**src/rtl/pipeline_hazard_ctrl_if.sv**
```systemverilog
// Handshake bundle between the scc core datapath and pipeline_hazard_ctrl.
//
// Signals (direction seen from the controller):
//   clk_en          in   core clock enable
//   id_src1/2       in   source registers of the instruction in ID
//   id_use1/2       in   ID instruction reads the matching source
//   ex_is_load      in   EX instruction is a load
//   ex_dest         in   EX destination register
//   ex_branch_taken in   EX resolved a taken branch
//   mem_req         in   data-memory access in progress
//   mem_ready       in   data memory completes this cycle
//   halt_req        in   decoded halt instruction
//   pc_write        out  PC update enable
//   ifid_write      out  IF/ID load enable
//   idex_write      out  ID/EX load enable
//   ifid_flush      out  load NOP into IF/ID
//   idex_flush      out  load NOP into ID/EX
//   halted          out  core halted
//   err_bits        out  sticky errors: [0] memory timeout, [1] branch during flush
//   stall_count     out  saturating stalled-cycle count
//
// master: core side (drives requests). slave: the controller.
interface pipeline_hazard_ctrl_if;
    logic        clk_en;
    logic [3:0]  id_src1;
    logic [3:0]  id_src2;
    logic        id_use1;
    logic        id_use2;
    logic        ex_is_load;
    logic [3:0]  ex_dest;
    logic        ex_branch_taken;
    logic        mem_req;
    logic        mem_ready;
    logic        halt_req;
    logic        pc_write;
    logic        ifid_write;
    logic        idex_write;
    logic        ifid_flush;
    logic        idex_flush;
    logic        halted;
    logic [1:0]  err_bits;
    logic [15:0] stall_count;

    modport master (
        output clk_en, id_src1, id_src2, id_use1, id_use2, ex_is_load, ex_dest,
               ex_branch_taken, mem_req, mem_ready, halt_req,
        input  pc_write, ifid_write, idex_write, ifid_flush, idex_flush, halted,
               err_bits, stall_count
    );

    modport slave (
        input  clk_en, id_src1, id_src2, id_use1, id_use2, ex_is_load, ex_dest,
               ex_branch_taken, mem_req, mem_ready, halt_req,
        output pc_write, ifid_write, idex_write, ifid_flush, idex_flush, halted,
               err_bits, stall_count
    );
endinterface

```
**src/rtl/pipeline_hazard_ctrl.sv**
```systemverilog
// Stall/flush sequencer for the scc IF/ID/EX pipeline.
//
// Ports:
//   clk_i  core clock
//   rst_i  synchronous active-high reset (priority over clk_en)
//   bus    pipeline_hazard_ctrl_if.slave (decode operands, EX status, memory
//          handshake in; write enables, flushes, halted, err_bits, stall_count out)
//
// Parameters:
//   FLUSH_DEPTH  cycles IF/ID stays flushed after a taken branch (1..7)
//   MEM_TIMEOUT  max stalled memory-wait cycles before a timeout error (2..255)
//
// Optional feature: define SCC_STALL_CNT_EN to build the stall-cycle counter;
// otherwise stall_count is tied to zero.
module pipeline_hazard_ctrl #(
    parameter int unsigned FLUSH_DEPTH = 1,
    parameter int unsigned MEM_TIMEOUT = 16
) (
    input logic                   clk_i,
    input logic                   rst_i,
    pipeline_hazard_ctrl_if.slave bus
);

    typedef enum logic [1:0] {StRun, StFlush, StMemWait, StHalt} state_e;

    state_e     state_q, state_d;
    logic [7:0] cnt_q, cnt_d;    // flush countdown or memory-wait count
    logic [1:0] err_q, err_d;
    logic       pc_w, ifid_w, idex_w, ifid_f, idex_f;
    logic       load_use;

    // No r0 exemption: a load to r0 still stalls a dependent reader.
    assign load_use = bus.ex_is_load &&
                      ((bus.id_use1 && (bus.id_src1 == bus.ex_dest)) ||
                       (bus.id_use2 && (bus.id_src2 == bus.ex_dest)));

    always_comb begin
        state_d = state_q;
        cnt_d   = cnt_q;
        err_d   = err_q;
        pc_w    = 1'b0;
        ifid_w  = 1'b0;
        idex_w  = 1'b0;
        ifid_f  = 1'b0;
        idex_f  = 1'b0;
        if (!rst_i && bus.clk_en) begin
            unique case (state_q)
                StRun: begin
                    if (bus.halt_req) begin
                        state_d = StHalt;
                    end else if (bus.mem_req && !bus.mem_ready) begin
                        state_d = StMemWait;
                        cnt_d   = 8'd1;
                    end else if (bus.ex_branch_taken) begin
                        pc_w   = 1'b1;
                        ifid_w = 1'b1;
                        idex_w = 1'b1;
                        ifid_f = 1'b1;
                        idex_f = 1'b1;
                        if (FLUSH_DEPTH > 1) begin
                            state_d = StFlush;
                            cnt_d   = 8'(FLUSH_DEPTH - 1);
                        end
                    end else if (load_use) begin
                        // Hold PC and IF/ID, inject a bubble into ID/EX.
                        idex_w = 1'b1;
                        idex_f = 1'b1;
                    end else begin
                        pc_w   = 1'b1;
                        ifid_w = 1'b1;
                        idex_w = 1'b1;
                    end
                end
                StFlush: begin
                    pc_w   = 1'b1;
                    ifid_w = 1'b1;
                    idex_w = 1'b1;
                    ifid_f = 1'b1;
                    if (bus.ex_branch_taken) begin
                        err_d[1] = 1'b1;
                    end
                    if (cnt_q <= 8'd1) begin
                        state_d = StRun;
                        cnt_d   = 8'd0;
                    end else begin
                        cnt_d = cnt_q - 8'd1;
                    end
                end
                StMemWait: begin
                    if (bus.mem_ready) begin
                        pc_w    = 1'b1;
                        ifid_w  = 1'b1;
                        idex_w  = 1'b1;
                        state_d = StRun;
                        cnt_d   = 8'd0;
                    end else if (cnt_q >= 8'(MEM_TIMEOUT - 1)) begin
                        // Entry cycle counted as 1, so this is the MEM_TIMEOUT-th frozen cycle.
                        err_d[0] = 1'b1;
                        state_d  = StHalt;
                    end else begin
                        cnt_d = cnt_q + 8'd1;
                    end
                end
                StHalt: begin
                    state_d = StHalt;
                end
            endcase
        end
    end

    always_ff @(posedge clk_i) begin
        if (rst_i) begin
            state_q <= StRun;
            cnt_q   <= 8'd0;
            err_q   <= 2'b00;
        end else begin
            state_q <= state_d;
            cnt_q   <= cnt_d;
            err_q   <= err_d;
        end
    end

    assign bus.pc_write   = pc_w;
    assign bus.ifid_write = ifid_w;
    assign bus.idex_write = idex_w;
    assign bus.ifid_flush = ifid_f;
    assign bus.idex_flush = idex_f;
    assign bus.halted     = (state_q == StHalt);
    assign bus.err_bits   = err_q;

`ifdef SCC_STALL_CNT_EN
    logic [15:0] stall_q, stall_d;

    always_comb begin
        stall_d = stall_q;
        if (!rst_i && bus.clk_en && !pc_w && (state_q != StHalt) && (stall_q != 16'hFFFF)) begin
            stall_d = stall_q + 16'd1;
        end
    end

    always_ff @(posedge clk_i) begin
        if (rst_i) begin
            stall_q <= 16'h0000;
        end else begin
            stall_q <= stall_d;
        end
    end

    assign bus.stall_count = stall_q;
`else
    assign bus.stall_count = 16'h0000;
`endif

endmodule

```
**src/flat_wrapper.sv**
```systemverilog
// flat-port wrapper written by rule: the top's interface ports become plain ports
module pipeline_hazard_ctrl_flat 
#(
    parameter int unsigned FLUSH_DEPTH = 1,
    parameter int unsigned MEM_TIMEOUT = 16
)
  (clk_i, rst_i, bus_clk_en, bus_id_src1, bus_id_src2, bus_id_use1, bus_id_use2, bus_ex_is_load, bus_ex_dest, bus_ex_branch_taken, bus_mem_req, bus_mem_ready, bus_halt_req, bus_pc_write, bus_ifid_write, bus_idex_write, bus_ifid_flush, bus_idex_flush, bus_halted, bus_err_bits, bus_stall_count);
  pipeline_hazard_ctrl_if bus_i ();
  input logic clk_i;
  input logic rst_i;
  input wire logic [$bits(bus_i.clk_en)-1:0] bus_clk_en;
  input wire logic [$bits(bus_i.id_src1)-1:0] bus_id_src1;
  input wire logic [$bits(bus_i.id_src2)-1:0] bus_id_src2;
  input wire logic [$bits(bus_i.id_use1)-1:0] bus_id_use1;
  input wire logic [$bits(bus_i.id_use2)-1:0] bus_id_use2;
  input wire logic [$bits(bus_i.ex_is_load)-1:0] bus_ex_is_load;
  input wire logic [$bits(bus_i.ex_dest)-1:0] bus_ex_dest;
  input wire logic [$bits(bus_i.ex_branch_taken)-1:0] bus_ex_branch_taken;
  input wire logic [$bits(bus_i.mem_req)-1:0] bus_mem_req;
  input wire logic [$bits(bus_i.mem_ready)-1:0] bus_mem_ready;
  input wire logic [$bits(bus_i.halt_req)-1:0] bus_halt_req;
  output wire logic [$bits(bus_i.pc_write)-1:0] bus_pc_write;
  output wire logic [$bits(bus_i.ifid_write)-1:0] bus_ifid_write;
  output wire logic [$bits(bus_i.idex_write)-1:0] bus_idex_write;
  output wire logic [$bits(bus_i.ifid_flush)-1:0] bus_ifid_flush;
  output wire logic [$bits(bus_i.idex_flush)-1:0] bus_idex_flush;
  output wire logic [$bits(bus_i.halted)-1:0] bus_halted;
  output wire logic [$bits(bus_i.err_bits)-1:0] bus_err_bits;
  output wire logic [$bits(bus_i.stall_count)-1:0] bus_stall_count;
  assign bus_i.clk_en = bus_clk_en;
  assign bus_i.id_src1 = bus_id_src1;
  assign bus_i.id_src2 = bus_id_src2;
  assign bus_i.id_use1 = bus_id_use1;
  assign bus_i.id_use2 = bus_id_use2;
  assign bus_i.ex_is_load = bus_ex_is_load;
  assign bus_i.ex_dest = bus_ex_dest;
  assign bus_i.ex_branch_taken = bus_ex_branch_taken;
  assign bus_i.mem_req = bus_mem_req;
  assign bus_i.mem_ready = bus_mem_ready;
  assign bus_i.halt_req = bus_halt_req;
  assign bus_pc_write = bus_i.pc_write;
  assign bus_ifid_write = bus_i.ifid_write;
  assign bus_idex_write = bus_i.idex_write;
  assign bus_ifid_flush = bus_i.ifid_flush;
  assign bus_idex_flush = bus_i.idex_flush;
  assign bus_halted = bus_i.halted;
  assign bus_err_bits = bus_i.err_bits;
  assign bus_stall_count = bus_i.stall_count;
  pipeline_hazard_ctrl #(.FLUSH_DEPTH(FLUSH_DEPTH), .MEM_TIMEOUT(MEM_TIMEOUT)) u_core (.clk_i(clk_i), .rst_i(rst_i), .bus(bus_i));
endmodule
```
**config.mk**
```make
export PLATFORM = sky130hd
export DESIGN_NAME = pipeline_hazard_ctrl_flat
export DESIGN_NICKNAME = d
export VERILOG_FILES = /design/src/rtl/pipeline_hazard_ctrl_if.sv /design/src/rtl/pipeline_hazard_ctrl.sv /design/src/flat_wrapper.sv
export SDC_FILE = /design/constraint.sdc
export NUM_CORES = 1
export LEC_CHECK = 0
export ABC_AREA = 1
export BUFFER_PORTS_ARGS = -buffer_cell sky130_fd_sc_hd__buf_2
export CORE_MARGIN = 5
export CORE_UTILIZATION = 41
export DETAILED_ROUTE_END_ITERATION = 8
export GPL_ROUTABILITY_DRIVEN = 0
export PLACE_DENSITY = 0.67
export SLEW_MARGIN = 30
export SYNTH_ARGS = -nofsm -noshare
export SYNTH_HDL_FRONTEND = slang
export SYNTH_SLANG_ARGS = --single-unit
```
**constraint.sdc**
```tcl
create_clock -name clk_i -period 1.7 [get_ports clk_i]
set_input_delay 0.17 -clock clk_i [delete_from_list [all_inputs] [get_ports clk_i]]
set_output_delay 0.17 -clock clk_i [all_outputs]
set_load 0.01 [all_outputs]
```
* Word-level counts from Yosys, hierarchy flattened
Cells that the tools add are included.
** Storage, ports and cells
- Flip-flop bits (word level) :: 12
- Input port bits :: 22
- Logic and storage cells :: 68
** Operators by class
- $add $sub $neg :: 2
- Order comparisons :: 2
- Equality and inequality tests :: 11
- Mux-type cells :: 34
- Bitwise logic cells :: 1
- Reductions and logical operators :: 14
** Operator list (count)
- $mux W8 :: 5
- $pmux W8 S3 :: 1
- $mux W1 :: 19
- $mux W2 :: 5
- $add A8 B1 Y8 const B :: 1
- $eq A4 B4 Y1 :: 2
- $ge A8 B4 Y1 const B :: 1
- $le A8 B1 Y1 const B :: 1
- $pmux W2 S4 :: 1
- $reduce_and A4 Y1 :: 2
- $sub A8 B1 Y8 const B :: 1
- $ne A3 B2 Y1 const B :: 2
- $pmux W1 S3 :: 2
- $logic_and A1 B1 Y1 :: 5
- $reduce_and A5 Y1 :: 1
- $eq A2 B2 Y1 const B :: 2
- $ne A2 B1 Y1 const B :: 2
- $ne A3 B3 Y1 const B :: 1
- $reduce_and A3 Y1 :: 1
- $reduce_bool A3 Y1 :: 1
- $eq A2 B1 Y1 const B :: 1
- $logic_not A1 Y1 :: 2
- $logic_not A2 Y1 :: 1
- $ne A2 B2 Y1 const B :: 1
- 3 further kinds :: 3

* Logic depth before layout (Yosys ltp)
- Depth in word-level cells :: 10
- Mapped depth :: 11

* Worst setup path after synthesis
No wires, ideal clock.
- Path kind :: flip-flop to output port
- Start point :: register u_core.state_q[0]
- End point :: output port bus_pc_write
- Arrival time :: 1554 ps
- Slack :: -24 ps
- Cell stages (with the launch flop) :: 10
- Path buffers :: 1
- Cell sequence :: dfxtp_1 > inv_1 > ha_1 > inv_1 > nor3_4 > nand2_1 > nand2_1 > inv_1 > a21oi_1 > buf_4
** On the way
- Longest elaborated chain between the ends :: 3
- Elaborated cells on any way between the ends :: 5
** RTL lines
- from (decl) :: RTL line pipeline_hazard_ctrl.sv:26 : state_e state_q, state_d;
- from (signal assigned) :: RTL line pipeline_hazard_ctrl.sv:113 : state_q <= StRun;
- from (signal assigned) :: RTL line pipeline_hazard_ctrl.sv:117 : state_q <= state_d;
- $eq A2 B2 Y1, or another cell as far along
- $pmux W1 S3 (*)
- $mux W1 (*)
- to (decl) :: RTL line flat_wrapper.sv:22 : output wire logic [$bits(bus_i.pc_write)-1:0] bus_pc_write;
Mark *: on every way between the ends. The rest lies on a longest branch, timed or not.

* Worst setup path after layout
- Start point :: register u_core.state_q[1]
- End point :: output port bus_pc_write
** On the way
- Longest elaborated chain between the ends :: 3
- Elaborated cells on any way between the ends :: 5
** RTL lines
- $eq A2 B2 Y1, or another cell as far along :: RTL line pipeline_hazard_ctrl.sv:47 : unique case (state_q)
- $pmux W1 S3 (*) :: RTL line pipeline_hazard_ctrl.sv:47
- $mux W1 (*) :: RTL line pipeline_hazard_ctrl.sv:46 : if (!rst_i && bus.clk_en) begin
Marks and branches as above.

==> impl_results.md <==
- Max Clk Rate: 593 MHz
- Share of the synthesized area in the top cell type: 0.169
- Post-DRT Antenna Nets: 0
- Final min period: 1.69 ns
- Worst Path Max Fanout: 3
- YS warnings: 0
- DR vias/cell: ~4.5
- Number of max-cap violations: 0
- Routed Wire Length: ~3200 um
- CTS H-tree lvls: 1
- Fin crit share: 0.991
- Floorplan die width: 69.3 um
- Top-Level Pins: 46
- Static leakage: 0.854 nW
- Critical Path Slowest Stage Cell: dfxtp_2
- Sequential element share of the synthesized area: 0.167
- Initial Utilization: 0.429
- Rows: 21
- Top cells by area, synth: nand2_1, dfxtp_1, inv_1, buf_4, ha_1
- Area of the core: around 3400 um2
- Syn Area/Cell: 6.21 um2
- Wire per inst: 10.1 um
- Largest net degree at the start of global routing: 13
- Cell taking the most area after synthesis: nand2_1
- Worst hold path class: in -> reg
- Critical Path AT: 1.52 ns
- Required time of the critical path: around 1.5 ns
- CTS max path bufs: 2
- TritonCTS Buffers: 3
- GR Util All Layers: 0.128
- Final Hold Vio Count: 0
- Starting DRT DRC Count: 52
- Cell Area, Synth: around 1400 um2
- Cell Chain, Critical Path: inv_2 -> ha_4 -> inv_2 -> nor3_4 -> nand2_2 -> nand2_1 -> inv_1 -> a21oi_2 -> buf_2
- Mapped Cells: 232
- Overflow after GRT: 0
- Final Setup Violations: 0
- Top cell by count, worst path: inv_2
- Flops & latches, synth: 12
- PortBufs: 29
- Clk sinks: 12
- Vias: 1,427
- Sw power: 234 uW
- Ratio of cells with drive above 1 in the final layout: 0.310
- Initial antenna violation count: 0
- Cell Pwr Density: 407 nW/um2
- Residual DRC: 0
- Pint: 462 uW
- Clk network pwr share: 0.255
- Maximum vdd drop: roughly 0.34 mV
- Max Transition Viols Final: 0
- RSZ-0062 raised after global routing: true
- Comb power frac: 0.328
- Final setup TNS: 0 ns
- Drt first pass iters: 4
- Die Ht: 69.3 um
- Worst-path clk slew: 0.08 ns
- Clk Latency, worst-skew pair: between 0.2 and 0.3 ns
- Total power: 696 uW
- Outcome: finished clean
- CP Class: reg -> out
- Nets: 302
- Crit path largest cell delay: roughly 0.33 ns
- CTS root buffer: clkbuf_4
- ANT cells: 0
- Sequential Power Share: 0.417
- CTS tree: built
- Area grow syn2layout: 18.6%
- Setup crit start kind: register
- First-pass GRT wire length: 5150 um
- Die Area: 4800 um2
- Via count of the first global-routing pass: 1,220
- Library cells used by synthesis: 30
- Switching part of the total power: 0.336
- Worst clock skew: 0.00809 ns
- R2R Setup Slk: 0.11 ns
- Post-DP HPWL: 2430 um
- Critical Path Sink Type: output port
[cell usage after synthesis (all sizes together)]
cell / number
a21boi: 1
a21o: 1
a21oi: 17
a31oi: 1
buf: 21
conb: 1
dfxtp: 12
ha: 7
inv: 37
nand2: 67
nand3: 15
nand4: 4
nor2: 30
nor3: 1
o21ai: 13
o22ai: 1
or2: 1
xnor2: 2
[worst paths after layout]
| check | startpoint | endpoint | cells past startpoint |
|---|---|---|---|
| worst max-delay path | u_core.state_q[1] | bus_pc_write | 9 |
| worst min-delay path | bus_ex_branch_taken | u_core.bus.err_bits[1] | 3 |
| worst max register to register | u_core.state_q[0] | u_core.cnt_q[1] | 9 |
| worst min register to register | u_core.bus.err_bits[0] | u_core.bus.err_bits[0] | 2 |
[logic make-up (layout without fill, tap and decap cells)]
kind of cell	Yosys count	after routing	synth area share
adder cells (fa/ha/maj)	7	7	0.0608
flip-flops	12	12	0.167
buffers and inverters	58	82	0.207
XOR/XNOR	2	2	0.0122
AND/OR/NAND/NOR	118	118	0.391
AO/OA/AOI/OAI	34	34	0.160
other	1	16	0.00260
[power by group through the flow]
stage | clock network (mW) | registers (mW) | logic (mW)
detailed placement | 0 | 0.296 | 0.193
CTS | 0.189 | 0.289 | 0.212
finish | 0.177 | 0.290 | 0.228
floorplan | 0 | 0.296 | 0.160
global placement | 0 | 0.296 | 0.192
global route | 0.199 | 0.290 | 0.254
[flip-flops by register name (all words and copies together), names as in the netlist]
signal,cells
u_core.cnt_q,8
u_core.bus.err_bits,2
u_core.state_q,2
[cell type report]
type                       instances  area (um2)
fill                             373        1650
multi-input combinational        177        1000
sequential                        12         245
timing repair buffer              42         243
inverter                          37         139
tap                               46        57.6
clock buffer                       3        22.5
[per-layer routing]
layer	share of wire	vias to the layer above	wire [um]	global-route usage
li1	-	768	-	-
met1	0.43	610	1370	0.148
met2	0.49	45	1580	0.231
met3	0.068	4	219	0.0348
met4	0.014	0	44	0.0325
met5	0	-	0	0
[through the flow]
step | hold slack, ns | instance area, um2 | util | cells | setup WS (ns)
2_1_floorplan | 0.274 | 1500 | - | 247 | 0.0673
3_3_place_gp | 0.453 | 1580 | 0.471 | 306 | 0.153
3_5_place_dp | 0.456 | 1580 | 0.471 | 306 | 0.163
4_1_cts | 0.163 | 1650 | 0.491 | 313 | 0.00128
5_1_grt | 0.202 | 1710 | 0.508 | 317 | -0.0888
6_report | 0.188 | 1710 | 0.508 | 317 | 0.0148
[cells in the final DEF (no fill, tap or decap), drive strengths merged]
cell type  count
nand3         15
inv           37
nand2         67
o22ai          1
or2            1
o21ai         13
xnor2          2
nand4          4
dfxtp         12
nor2          30
buf           42
conb          16
ha             7
a21oi         17
a31oi          1
clkbuf         3
a21o           1
nor3           1
a21boi         1
[critical path: cells and delay by family (launching register included)]
kind,cells,cell delay (ns)
simple gates,3,0.36
flops,1,0.33
buf+inv,4,0.29
fa+ha+maj,1,0.14
compound gates,1,0.13
[repair_timing]
action,in CTS,in global routing
resized for setup,8,10
endpoints found under the setup margin,3,12
setup buffers,4,4
pin swaps,4,7
cloned,0,0
hold buffers,0,0
hold endpoints to repair,0,0
Power figures use the tool's default switching activity.
